File: src/rtl/fpu_cmp_responder_if.sv
// FPU issue/response bundle between an issuing agent (master) and the
// compare responder (slave). Clock and reset are kept as plain ports.
interface fpu_cmp_responder_if #(
   parameter int OP_W = 8
);
   logic            flush;
   logic            decode;
   logic            execute;
   logic [OP_W-1:0] fpu_op;
   logic [31:0]     opA;
   logic [31:0]     opB;
   logic            compare;
   logic            valid_compare;
   logic            inv_flag;
   logic            busy;

   modport master (
      output flush, decode, execute, fpu_op, opA, opB,
      input  compare, valid_compare, inv_flag, busy
   );

   modport slave (
      input  flush, decode, execute, fpu_op, opA, opB,
      output compare, valid_compare, inv_flag, busy
   );
endinterface

File: src/rtl/fpu_cmp_responder.sv
// Single-precision compare responder for the FPU issue protocol.
// decode captures opcode/operands, execute starts a fixed-latency countdown,
// and the registered result is presented with valid_compare until the next
// decode, flush or reset. flush beats decode/execute in every state.
// Optional build macro: FPU_CMP_UNORDERED_EN enables codes 6 (unordered)
// and 7 (ordered); without it those codes complete as illegal ops.
module fpu_cmp_responder #(
   parameter int LATENCY = 2,
   parameter int OP_W    = 8
) (
   input logic                clk,
   input logic                reset_n,
   fpu_cmp_responder_if.slave bus
);

   typedef enum logic [1:0] {
      ST_IDLE    = 2'd0,
      ST_DECODED = 2'd1,
      ST_BUSY    = 2'd2,
      ST_DONE    = 2'd3
   } state_t;

   localparam logic [3:0] CNT_LOAD = 4'(LATENCY - 1);

   state_t      state_r;
   state_t      state_nxt_s;
   logic [3:0]  cnt_r;
   logic [3:0]  cnt_nxt_s;
   logic        capture_s;
   logic        clear_s;
   logic        finish_s;
   logic [3:0]  op_r;
   logic [31:0] opa_r;
   logic [31:0] opb_r;
   logic [1:0]  result_s;
   logic        compare_r;
   logic        valid_r;
   logic        inv_r;
   logic        busy_r;
   logic        op_unused_s;

   // Opcode bits above the compare marker carry no meaning for this unit.
   assign op_unused_s = ^bus.fpu_op[OP_W-1:4];

   // Evaluates one compare; returns {compare, inv_flag}.
   function automatic logic [1:0] cmp_eval(
      input logic [3:0]  op,
      input logic [31:0] a,
      input logic [31:0] b
   );
      logic a_nan;
      logic b_nan;
      logic any_nan;
      logic any_snan;
      logic zeros;
      logic eq;
      logic lt;
      logic gt;
      logic res;
      logic inv;
      a_nan    = (a[30:23] == 8'hFF) && (a[22:0] != 23'd0);
      b_nan    = (b[30:23] == 8'hFF) && (b[22:0] != 23'd0);
      any_nan  = a_nan || b_nan;
      any_snan = (a_nan && !a[22]) || (b_nan && !b[22]);
      // +0 and -0 are the same value regardless of sign.
      zeros    = (a[30:0] == 31'd0) && (b[30:0] == 31'd0);
      eq       = !any_nan && (zeros || (a == b));
      if (any_nan || zeros) begin
         lt = 1'b0;
      end else if (a[31] != b[31]) begin
         lt = a[31];
      end else if (a[31]) begin
         // Both negative: the larger magnitude is the smaller value.
         lt = (a[30:0] > b[30:0]);
      end else begin
         lt = (a[30:0] < b[30:0]);
      end
      gt  = !any_nan && !eq && !lt;
      res = 1'b0;
      inv = 1'b0;
      if (op[3]) begin
         case (op[2:0])
            3'd0: begin res = eq;        inv = any_snan;            end
            3'd1: begin res = !eq;       inv = any_snan;            end
            3'd2: begin res = gt;        inv = any_snan || any_nan; end
            3'd3: begin res = gt || eq;  inv = any_snan || any_nan; end
            3'd4: begin res = lt;        inv = any_snan || any_nan; end
            3'd5: begin res = lt || eq;  inv = any_snan || any_nan; end
`ifdef FPU_CMP_UNORDERED_EN
            3'd6: begin res = any_nan;   inv = any_snan;            end
            3'd7: begin res = !any_nan;  inv = any_snan;            end
`endif
            default: begin res = 1'b0;   inv = 1'b0;                end
         endcase
      end else begin
         res = 1'b0;
         inv = 1'b0;
      end
      return {res, inv};
   endfunction

   assign result_s = cmp_eval(op_r, opa_r, opb_r);

   // State and latency counter registers.
   always_ff @(posedge clk or negedge reset_n) begin
      if (!reset_n) begin
         state_r <= ST_IDLE;
         cnt_r   <= 4'd0;
      end else begin
         state_r <= state_nxt_s;
         cnt_r   <= cnt_nxt_s;
      end
   end

   // Next-state logic; flush takes precedence over every other request.
   always_comb begin
      state_nxt_s = state_r;
      cnt_nxt_s   = cnt_r;
      capture_s   = 1'b0;
      clear_s     = 1'b0;
      finish_s    = 1'b0;
      if (bus.flush) begin
         state_nxt_s = ST_IDLE;
         cnt_nxt_s   = 4'd0;
         clear_s     = 1'b1;
      end else begin
         case (state_r)
            ST_IDLE: begin
               if (bus.decode) begin
                  state_nxt_s = ST_DECODED;
                  capture_s   = 1'b1;
               end else begin
                  state_nxt_s = ST_IDLE;
               end
            end
            ST_DECODED: begin
               if (bus.decode) begin
                  state_nxt_s = ST_DECODED;
                  capture_s   = 1'b1;
               end else if (bus.execute) begin
                  state_nxt_s = ST_BUSY;
                  cnt_nxt_s   = CNT_LOAD;
               end else begin
                  state_nxt_s = ST_DECODED;
               end
            end
            ST_BUSY: begin
               if (cnt_r == 4'd0) begin
                  state_nxt_s = ST_DONE;
                  finish_s    = 1'b1;
               end else begin
                  cnt_nxt_s   = cnt_r - 4'd1;
               end
            end
            ST_DONE: begin
               if (bus.decode) begin
                  state_nxt_s = ST_DECODED;
                  capture_s   = 1'b1;
               end else begin
                  state_nxt_s = ST_DONE;
               end
            end
            default: begin
               state_nxt_s = ST_IDLE;
               cnt_nxt_s   = 4'd0;
               clear_s     = 1'b1;
            end
         endcase
      end
   end

   // Operand/opcode capture; held through BUSY so late input changes are ignored.
   always_ff @(posedge clk or negedge reset_n) begin
      if (!reset_n) begin
         op_r  <= 4'd0;
         opa_r <= 32'd0;
         opb_r <= 32'd0;
      end else if (capture_s) begin
         op_r  <= bus.fpu_op[3:0];
         opa_r <= bus.opA;
         opb_r <= bus.opB;
      end else begin
         op_r  <= op_r;
         opa_r <= opa_r;
         opb_r <= opb_r;
      end
   end

   // Registered result and status outputs.
   always_ff @(posedge clk or negedge reset_n) begin
      if (!reset_n) begin
         compare_r <= 1'b0;
         valid_r   <= 1'b0;
         inv_r     <= 1'b0;
         busy_r    <= 1'b0;
      end else begin
         busy_r <= (state_nxt_s == ST_DECODED) || (state_nxt_s == ST_BUSY);
         if (clear_s || capture_s) begin
            compare_r <= 1'b0;
            valid_r   <= 1'b0;
            inv_r     <= 1'b0;
         end else if (finish_s) begin
            compare_r <= result_s[1];
            valid_r   <= 1'b1;
            inv_r     <= result_s[0];
         end else begin
            compare_r <= compare_r;
            valid_r   <= valid_r;
            inv_r     <= inv_r;
         end
      end
   end

   assign bus.compare       = compare_r;
   assign bus.valid_compare = valid_r;
   assign bus.inv_flag      = inv_r;
   assign bus.busy          = busy_r;

endmodule

File: src/flat_wrapper.sv
// flat-port wrapper written by rule: the top's interface ports become plain ports
module fpu_cmp_responder_flat 
#(
   parameter int LATENCY = 2,
   parameter int OP_W    = 8
)
  (clk, reset_n, bus_flush, bus_decode, bus_execute, bus_fpu_op, bus_opA, bus_opB, bus_compare, bus_valid_compare, bus_inv_flag, bus_busy);
  fpu_cmp_responder_if #(.OP_W(OP_W)) bus_i ();
  input logic clk;
  input logic reset_n;
  input wire logic [$bits(bus_i.flush)-1:0] bus_flush;
  input wire logic [$bits(bus_i.decode)-1:0] bus_decode;
  input wire logic [$bits(bus_i.execute)-1:0] bus_execute;
  input wire logic [$bits(bus_i.fpu_op)-1:0] bus_fpu_op;
  input wire logic [$bits(bus_i.opA)-1:0] bus_opA;
  input wire logic [$bits(bus_i.opB)-1:0] bus_opB;
  output wire logic [$bits(bus_i.compare)-1:0] bus_compare;
  output wire logic [$bits(bus_i.valid_compare)-1:0] bus_valid_compare;
  output wire logic [$bits(bus_i.inv_flag)-1:0] bus_inv_flag;
  output wire logic [$bits(bus_i.busy)-1:0] bus_busy;
  assign bus_i.flush = bus_flush;
  assign bus_i.decode = bus_decode;
  assign bus_i.execute = bus_execute;
  assign bus_i.fpu_op = bus_fpu_op;
  assign bus_i.opA = bus_opA;
  assign bus_i.opB = bus_opB;
  assign bus_compare = bus_i.compare;
  assign bus_valid_compare = bus_i.valid_compare;
  assign bus_inv_flag = bus_i.inv_flag;
  assign bus_busy = bus_i.busy;
  fpu_cmp_responder #(.LATENCY(LATENCY), .OP_W(OP_W)) u_core (.clk(clk), .reset_n(reset_n), .bus(bus_i));
endmodule
File: config.mk
export PLATFORM = sky130hd
export DESIGN_NAME = fpu_cmp_responder_flat
export DESIGN_NICKNAME = d
export VERILOG_FILES = /design/src/rtl/fpu_cmp_responder_if.sv /design/src/rtl/fpu_cmp_responder.sv /design/src/flat_wrapper.sv
export SDC_FILE = /design/constraint.sdc
export NUM_CORES = 1
export LEC_CHECK = 0
export CAP_MARGIN = 0
export CELL_PAD_IN_SITES_DETAIL_PLACEMENT = 0
export CELL_PAD_IN_SITES_GLOBAL_PLACEMENT = 1
export CORE_UTILIZATION = 45
export CTS_BUF_LIST = sky130_fd_sc_hd__clkbuf_16
export DETAILED_ROUTE_END_ITERATION = 10
export DONT_BUFFER_PORTS = 1
export GPL_TIMING_DRIVEN = 0
export HOLD_SLACK_MARGIN = 0.12
export PLACE_DENSITY = 0.79
export SLEW_MARGIN = 10
export SYNTH_ARGS = -nofsm -noshare
export SYNTH_HDL_FRONTEND = slang
export SYNTH_SLANG_ARGS = --single-unit
File: constraint.sdc
create_clock -name clk -period 3.9 [get_ports clk]
set_input_delay 0.78 -clock clk [delete_from_list [all_inputs] [get_ports clk]]
set_output_delay 0.78 -clock clk [all_outputs]
set_load 0.03 [all_outputs]
# --- Word level (Yosys, flattened, before mapping) ---
# Index checks and enable logic that the tools add are counted.
classes:
  n_eq_ne: 17
  muxes: 32
  reduce_logical: 35
  n_addsub: 1
  n_lt_le_gt_ge: 2
ops:
  columns: ["cell", "count"]
  rows:
  - ["$logic_not A31 Y1", 2]
  - ["$reduce_bool A23 Y1", 2]
  - ["$eq A32 B32 Y1", 1]
  - ["$gt A31 B31 Y1", 1]
  - ["$lt A31 B31 Y1", 1]
  - ["$mux W1", 19]
  - ["$eq A8 B8 Y1 const B", 2]
  - ["$mux W4", 4]
  - ["$mux W2", 5]
  - ["$logic_or A1 B1 Y1", 9]
  - ["$ne A3 B3 Y1 const B", 3]
  - ["$logic_and A1 B1 Y1", 8]
  - ["$pmux W2 S4", 1]
  - ["$pmux W4 S2", 1]
  - ["$eq A2 B2 Y1 const B", 3]
  - ["$eq A3 B2 Y1 const B", 2]
  - ["$eq A3 B3 Y1 const B", 2]
  - ["$pmux W1 S6", 1]
  - ["$logic_not A1 Y1", 5]
  - ["$eq A2 B1 Y1 const B", 2]
  - ["$logic_not A4 Y1", 1]
  - ["$reduce_and A4 Y1", 1]
  - ["$reduce_or A4 Y1", 1]
  - ["$sub A4 B1 Y4 const B", 1]
  - ["9 further kinds", 9]
word_totals:
  out_inout_bits: 4
  elab_cells: 96
  input_bits: 77
  reg_bits: 78

# --- Logic depth before layout (Yosys ltp) ---
logic_depth:
  ltp_word: 13
  mapped_depth: 9

# --- Least setup slack after synthesis ---
# OpenSTA, ideal clock, no wires.
synth_path:
  kind: "flip-flop to flip-flop"
  start: "register u_core.opa_r[29]"
  end: "register u_core.compare_r, in the netlist u_core.bus.compare"
  t_required_ns: 3.768
  setup_ns: 0.132
  path_stages_with_launch: 9
  arrival_ns: 1.971
  setup_slack_ns: 1.796
  cell_sequence: "dfrtp_1 -> ha_1 -> nand4_1 -> nor4_2 -> and4_1 -> o211ai_1 -> mux2i_1 -> a311oi_1 -> mux2i_1"
synth_via:
  elab_chain_cells: 13
  elab_cells_between_ends: 25
  classes_between: "order compare: 2; eq/ne: 2; mux: 7; reduce/logical: 14"
synth_lines:
  columns: ["element", "line", "source"]
  rows:
  - ["start: declaration", "fpu_cmp_responder.sv:33", "logic [31:0] opa_r;"]
  - ["start signal: assignment", "fpu_cmp_responder.sv:180", "opa_r <= bus.opA;"]
  - ["start signal: assignment", "fpu_cmp_responder.sv:184", "opa_r <= opa_r;"]
  - ["branches (longest 9 deep; another with $lt A31 B31 Y1)", null, null]
  - ["$pmux W1 S6 *", "fpu_cmp_responder.sv:82", "case (op[2:0])"]
  - ["$mux W1 *", "fpu_cmp_responder.sv:81", "if (op[3]) begin"]
  - ["$mux W1 *", "fpu_cmp_responder.sv:202", "end else if (finish_s) begin"]
  - ["$mux W1 *", "fpu_cmp_responder.sv:198", "if (clear_s || capture_s) begin"]
  - ["end signal: assignment", "fpu_cmp_responder.sv:203", "compare_r <= result_s[1];"]
  - ["end signal: assignment", "fpu_cmp_responder.sv:207", "compare_r <= compare_r;"]
  - ["end: declaration", "fpu_cmp_responder.sv:36", "logic compare_r;"]
# Mark *: on every way between the ends. The select of a mux whose other input is x is not followed.
# A chain may end at the register's enable or synchronous reset.

# --- Worst setup path after layout ---
layout_path:
  start: "register u_core.opb_r[28]"
  end: "register u_core.compare_r, in the netlist u_core.bus.compare"
layout_via:
  elab_chain_cells: 13
  elab_cells_between_ends: 25
  classes_between: "order compare: 2; eq/ne: 2; mux: 7; reduce/logical: 14"
layout_lines:
  columns: ["element", "line", "source"]
  rows:
  - ["start: declaration", "fpu_cmp_responder.sv:34", "logic [31:0] opb_r;"]
  - ["start signal: assignment", "fpu_cmp_responder.sv:181", "opb_r <= bus.opB;"]
  - ["start signal: assignment", "fpu_cmp_responder.sv:185", "opb_r <= opb_r;"]
  - ["branches (longest 9 deep; another with $lt A31 B31 Y1)", null, null]
  - ["$pmux W1 S6 *", "fpu_cmp_responder.sv:82", null]
  - ["$mux W1 *", "fpu_cmp_responder.sv:81", null]
  - ["$mux W1 *", "fpu_cmp_responder.sv:202", null]
  - ["$mux W1 *", "fpu_cmp_responder.sv:198", null]
# Marks and branches as above.

==> flow_summary.json <==
{
  "synth-warning-count": 0,
  "cp.required_ns": 4.15,
  "ys_types": 38,
  "nNetsFinal": 513,
  "netlist_instances": 392,
  "setup_viol": 0,
  "die_x_um": 96.8,
  "p_leak_nw": 1.96,
  "r2r-start": "u_core.opb_r[28]",
  "vdd_drop_max_mv": 0.217,
  "clk-insertion-delay-late_ns": 0.33,
  "synthMuxAreaShare_pct": 10.5,
  "status": "finished clean",
  "hold_viol": 0,
  "r2r_cells": 9,
  "cellPowerDensity_nw_per_um2": 531,
  "synth_xor_xnor_area_share_pct": 1.08,
  "rsz0062_at_grt": "false",
  "synth_top_family_by_area": "simple AND/OR/NAND/NOR gates",
  "postCtsSetupBuffers": 0,
  "initial_core_util_pct": 46.3,
  "synth_compound_area_share_pct": 10.9,
  "hpwl_um": 6890,
  "clock_path_buffers": 2,
  "grt_overflow": 0,
  "cts_made_buffers": 9,
  "crit_chain": "inv_1, ha_1, nand4_1, nor4_2, o311ai_1, o211ai_1, o21ai_1, a211oi_1, mux2i_1",
  "setup.worst_path.start": "u_core.opb_r[28]",
  "crit_path_end": "u_core.bus.compare",
  "end_kind": "flop",
  "cts_hold_buf": 0,
  "r2r_slack_ns": 1.44,
  "place_congestion": 0.875,
  "period_share_pct": 63.2,
  "fin_worst_skew_ns": 0.00577,
  "yosys.area_share.simple_pct": 14.3,
  "core_um2": 8720,
  "io-pin-count": 81,
  "critPathKind": "flop to flop",
  "synthAdderAreaFrac_pct": 10.2,
  "drc": 0,
  "dp_cells": 500,
  "vias_per_cell": 5.71,
  "area_delta_synth_final_pct": 10.8,
  "cts.htree.levels": 3,
  "slew_headroom_pct": 46.7,
  "maxCapViolCount": 0,
  "wire_per_inst_um": 17.5,
  "cp.arrival_ns": 2.72,
  "nFillCells": 778,
  "hp-class": "input pin to async pin",
  "cts_tree": "yes",
  "finalMaxSlewViolations": 0,
  "grt_use_total_pct": 20.5,
  "reg2reg_to": "u_core.bus.compare",
  "cts_root_buf": "clkbuf_16",
  "final_layout_size_suffix_gt1_share_pct": 15.0,
  "routed_wl_um": 8980,
  "io_buffers": 0,
  "vias": 2934,
  "stdcell_count": 514,
  "slowest_stage": "nor4_2",
  "antennaDiodeCount": 0,
  "grt_max_degree": 79,
  "worstSetupStartpointType": "flop",
  "rows": 34,
  "fin_setup_tns_ns": 0,
  "max_freq_mhz": 406,
  "syn_area_um2": 4040,
  "worst_slew_pin_slew_ns": 0.796,
  "min_period_ns": 2.46,
  "drt-pass1-iter-count": 4,
  "grt_pass1_wl_um": 15000,
  "synth-seq-area-share_pct": 48.3,
  "syn_nets": 502,
  "die_area_um2": 9360,
  "ys_seq_elements": 78,
  "syn_avg_cell_area_um2": 10.3,
  "cts_resized": 0,
  "grt_pass1_vias": 2932,
  "antenna_found_initial": 0,
  "clock_sinks": 78,
  "clk_pin_slew_worst_paths_ns": 0.06,
  "first_iter_violations": 104,
  "die_h_um": 96.8,
  "crit_fanout": 3,
  "slowest_delay_ns": 0.42,
  "ant_nets": 0
}
==> cells in the mapped netlist <==
master | count | share of area [%]
a211oi_1 | 4 | 0.74
a21o_1 | 2 | 0.37
a21oi_1 | 17 | 2.1
a22o_1 | 1 | 0.22
a22oi_1 | 1 | 0.19
a311oi_1 | 3 | 0.65
a31o_2 | 1 | 0.22
and2_1 | 1 | 0.15
and4_1 | 1 | 0.22
buf_2 | 4 | 0.50
buf_4 | 1 | 0.19
clkbuf_1 | 7 | 0.65
dfrtp_1 | 78 | 48
ha_1 | 33 | 10
inv_1 | 35 | 3.3
mux2_2 | 36 | 10
mux2i_1 | 2 | 0.50
nand2_1 | 46 | 4.3
nand2b_1 | 2 | 0.31
nand3_1 | 5 | 0.62
nand3b_1 | 2 | 0.37
nand4_1 | 16 | 2.5
nor2_1 | 17 | 1.6
nor2b_1 | 1 | 0.15
nor3_1 | 4 | 0.50
nor3_2 | 1 | 0.25
nor4_1 | 13 | 2.0
nor4_2 | 4 | 1.2
o211ai_1 | 2 | 0.37
o21ai_0 | 40 | 5.0
o21ai_1 | 2 | 0.25
o21ba_2 | 1 | 0.25
o221ai_1 | 1 | 0.22
o311ai_1 | 1 | 0.22
o31ai_1 | 1 | 0.19
or4_1 | 1 | 0.19
xnor2_1 | 2 | 0.43
xor2_1 | 3 | 0.65
==> through the flow <==
step                area (µm²)  hold slack (ns)  power, W  utilization, %  worst slack (ns)
CTS                       4480            0.131   0.00239            51.3              1.45
detailed placement        4180            0.486   0.00152            47.9              1.38
global placement          4180            0.486   0.00150            47.9              1.41
global route              4480            0.130   0.00251            51.3              1.24
floorplan                 4040            0.469   0.00140               -              1.80
finish                    4480            0.140   0.00238            51.3              1.44
==> cell type report <==
cell class | instances | area (µm²) | share of cell area, %
sequential | 78 | 1950 | 43.6
multi-input combinational | 267 | 1900 | 42.5
clock buffer | 9 | 225 | 5.03
tap | 108 | 135 | 3.02
inverter | 35 | 131 | 2.93
clock inverter | 5 | 76.3 | 1.70
buffer | 12 | 53.8 | 1.20
==> registers in the layout, indices dropped and copies added, names as in the netlist <==
signal,cells
u_core.opb_r,32
u_core.bus.valid_compare,1
u_core.state_r,2
u_core.bus.compare,1
u_core.bus.busy,1
u_core.opa_r,32
u_core.op_r,4
u_core.bus.inv_flag,1
u_core.cnt_r,4
==> where the power goes <==
| part | switching (W) | total (W) | internal, W |
|---|---|---|---|
| clock network | 0.000314 | 0.000863 | 0.000549 |
| logic | 0.000240 | 0.000456 | 0.000216 |
| registers | 0.000119 | 0.00106 | 0.000939 |
==> cell usage in the layout (no fill, tap or decap), types with 2 or more instances in the layout <==
cell,instances
dfrtp_1,78
nand2_1,46
o21ai_0,40
mux2_2,36
inv_1,35
ha_1,33
a21oi_1,17
nor2_1,17
nand4_1,16
nor4_1,13
clkbuf_16,9
clkbuf_1,7
nand3_1,5
a211oi_1,4
nor3_1,4
buf_2,4
nor4_2,4
xor2_1,3
a311oi_1,3
nand2b_1,2
a21o_1,2
xnor2_1,2
nand3b_1,2
o211ai_1,2
mux2i_1,2
o21ai_1,2
bufinv_16,2
==> cell families (layout without fill, tap and decap cells) <==
family,Yosys count,in the layout
compound gates,77,77
xor+xnor,5,5
fa+ha+maj,33,33
buf+inv,47,61
flops,78,78
mux,38,38
simple gates,114,114
==> layer usage <==
metal  routed length (µm)  track usage (%)
met1                 4170             28.6
met2                 4250             31.2
met3                  390             3.47
met4                  169             9.76
met5                    0                0
==> worst max-delay path, delay by kind of cell, from the launching register on <==
kind / cells / cell delay, ns
AOI/OAI and AO/OA: 4 / 0.78
and+or+nand+nor: 2 / 0.62
DFF: 1 / 0.38
adders and majority gates: 1 / 0.30
muxes: 1 / 0.23
buffers and inverters: 1 / 0.09
==> worst min path at each step <==
| stage | startpoint | end | slack (ns) |
|---|---|---|---|
| floorplan | u_core.cnt_r[0] | u_core.cnt_r[0] | 0.47 |
| global placement | reset_n | u_core.bus.busy | 0.49 |
| detailed placement | reset_n | u_core.state_r[0] | 0.49 |
| CTS | reset_n | u_core.state_r[0] | 0.13 |
| global route | reset_n | u_core.state_r[0] | 0.13 |
| finish | reset_n | u_core.state_r[0] | 0.14 |
(Power assumes the default switching activity.)
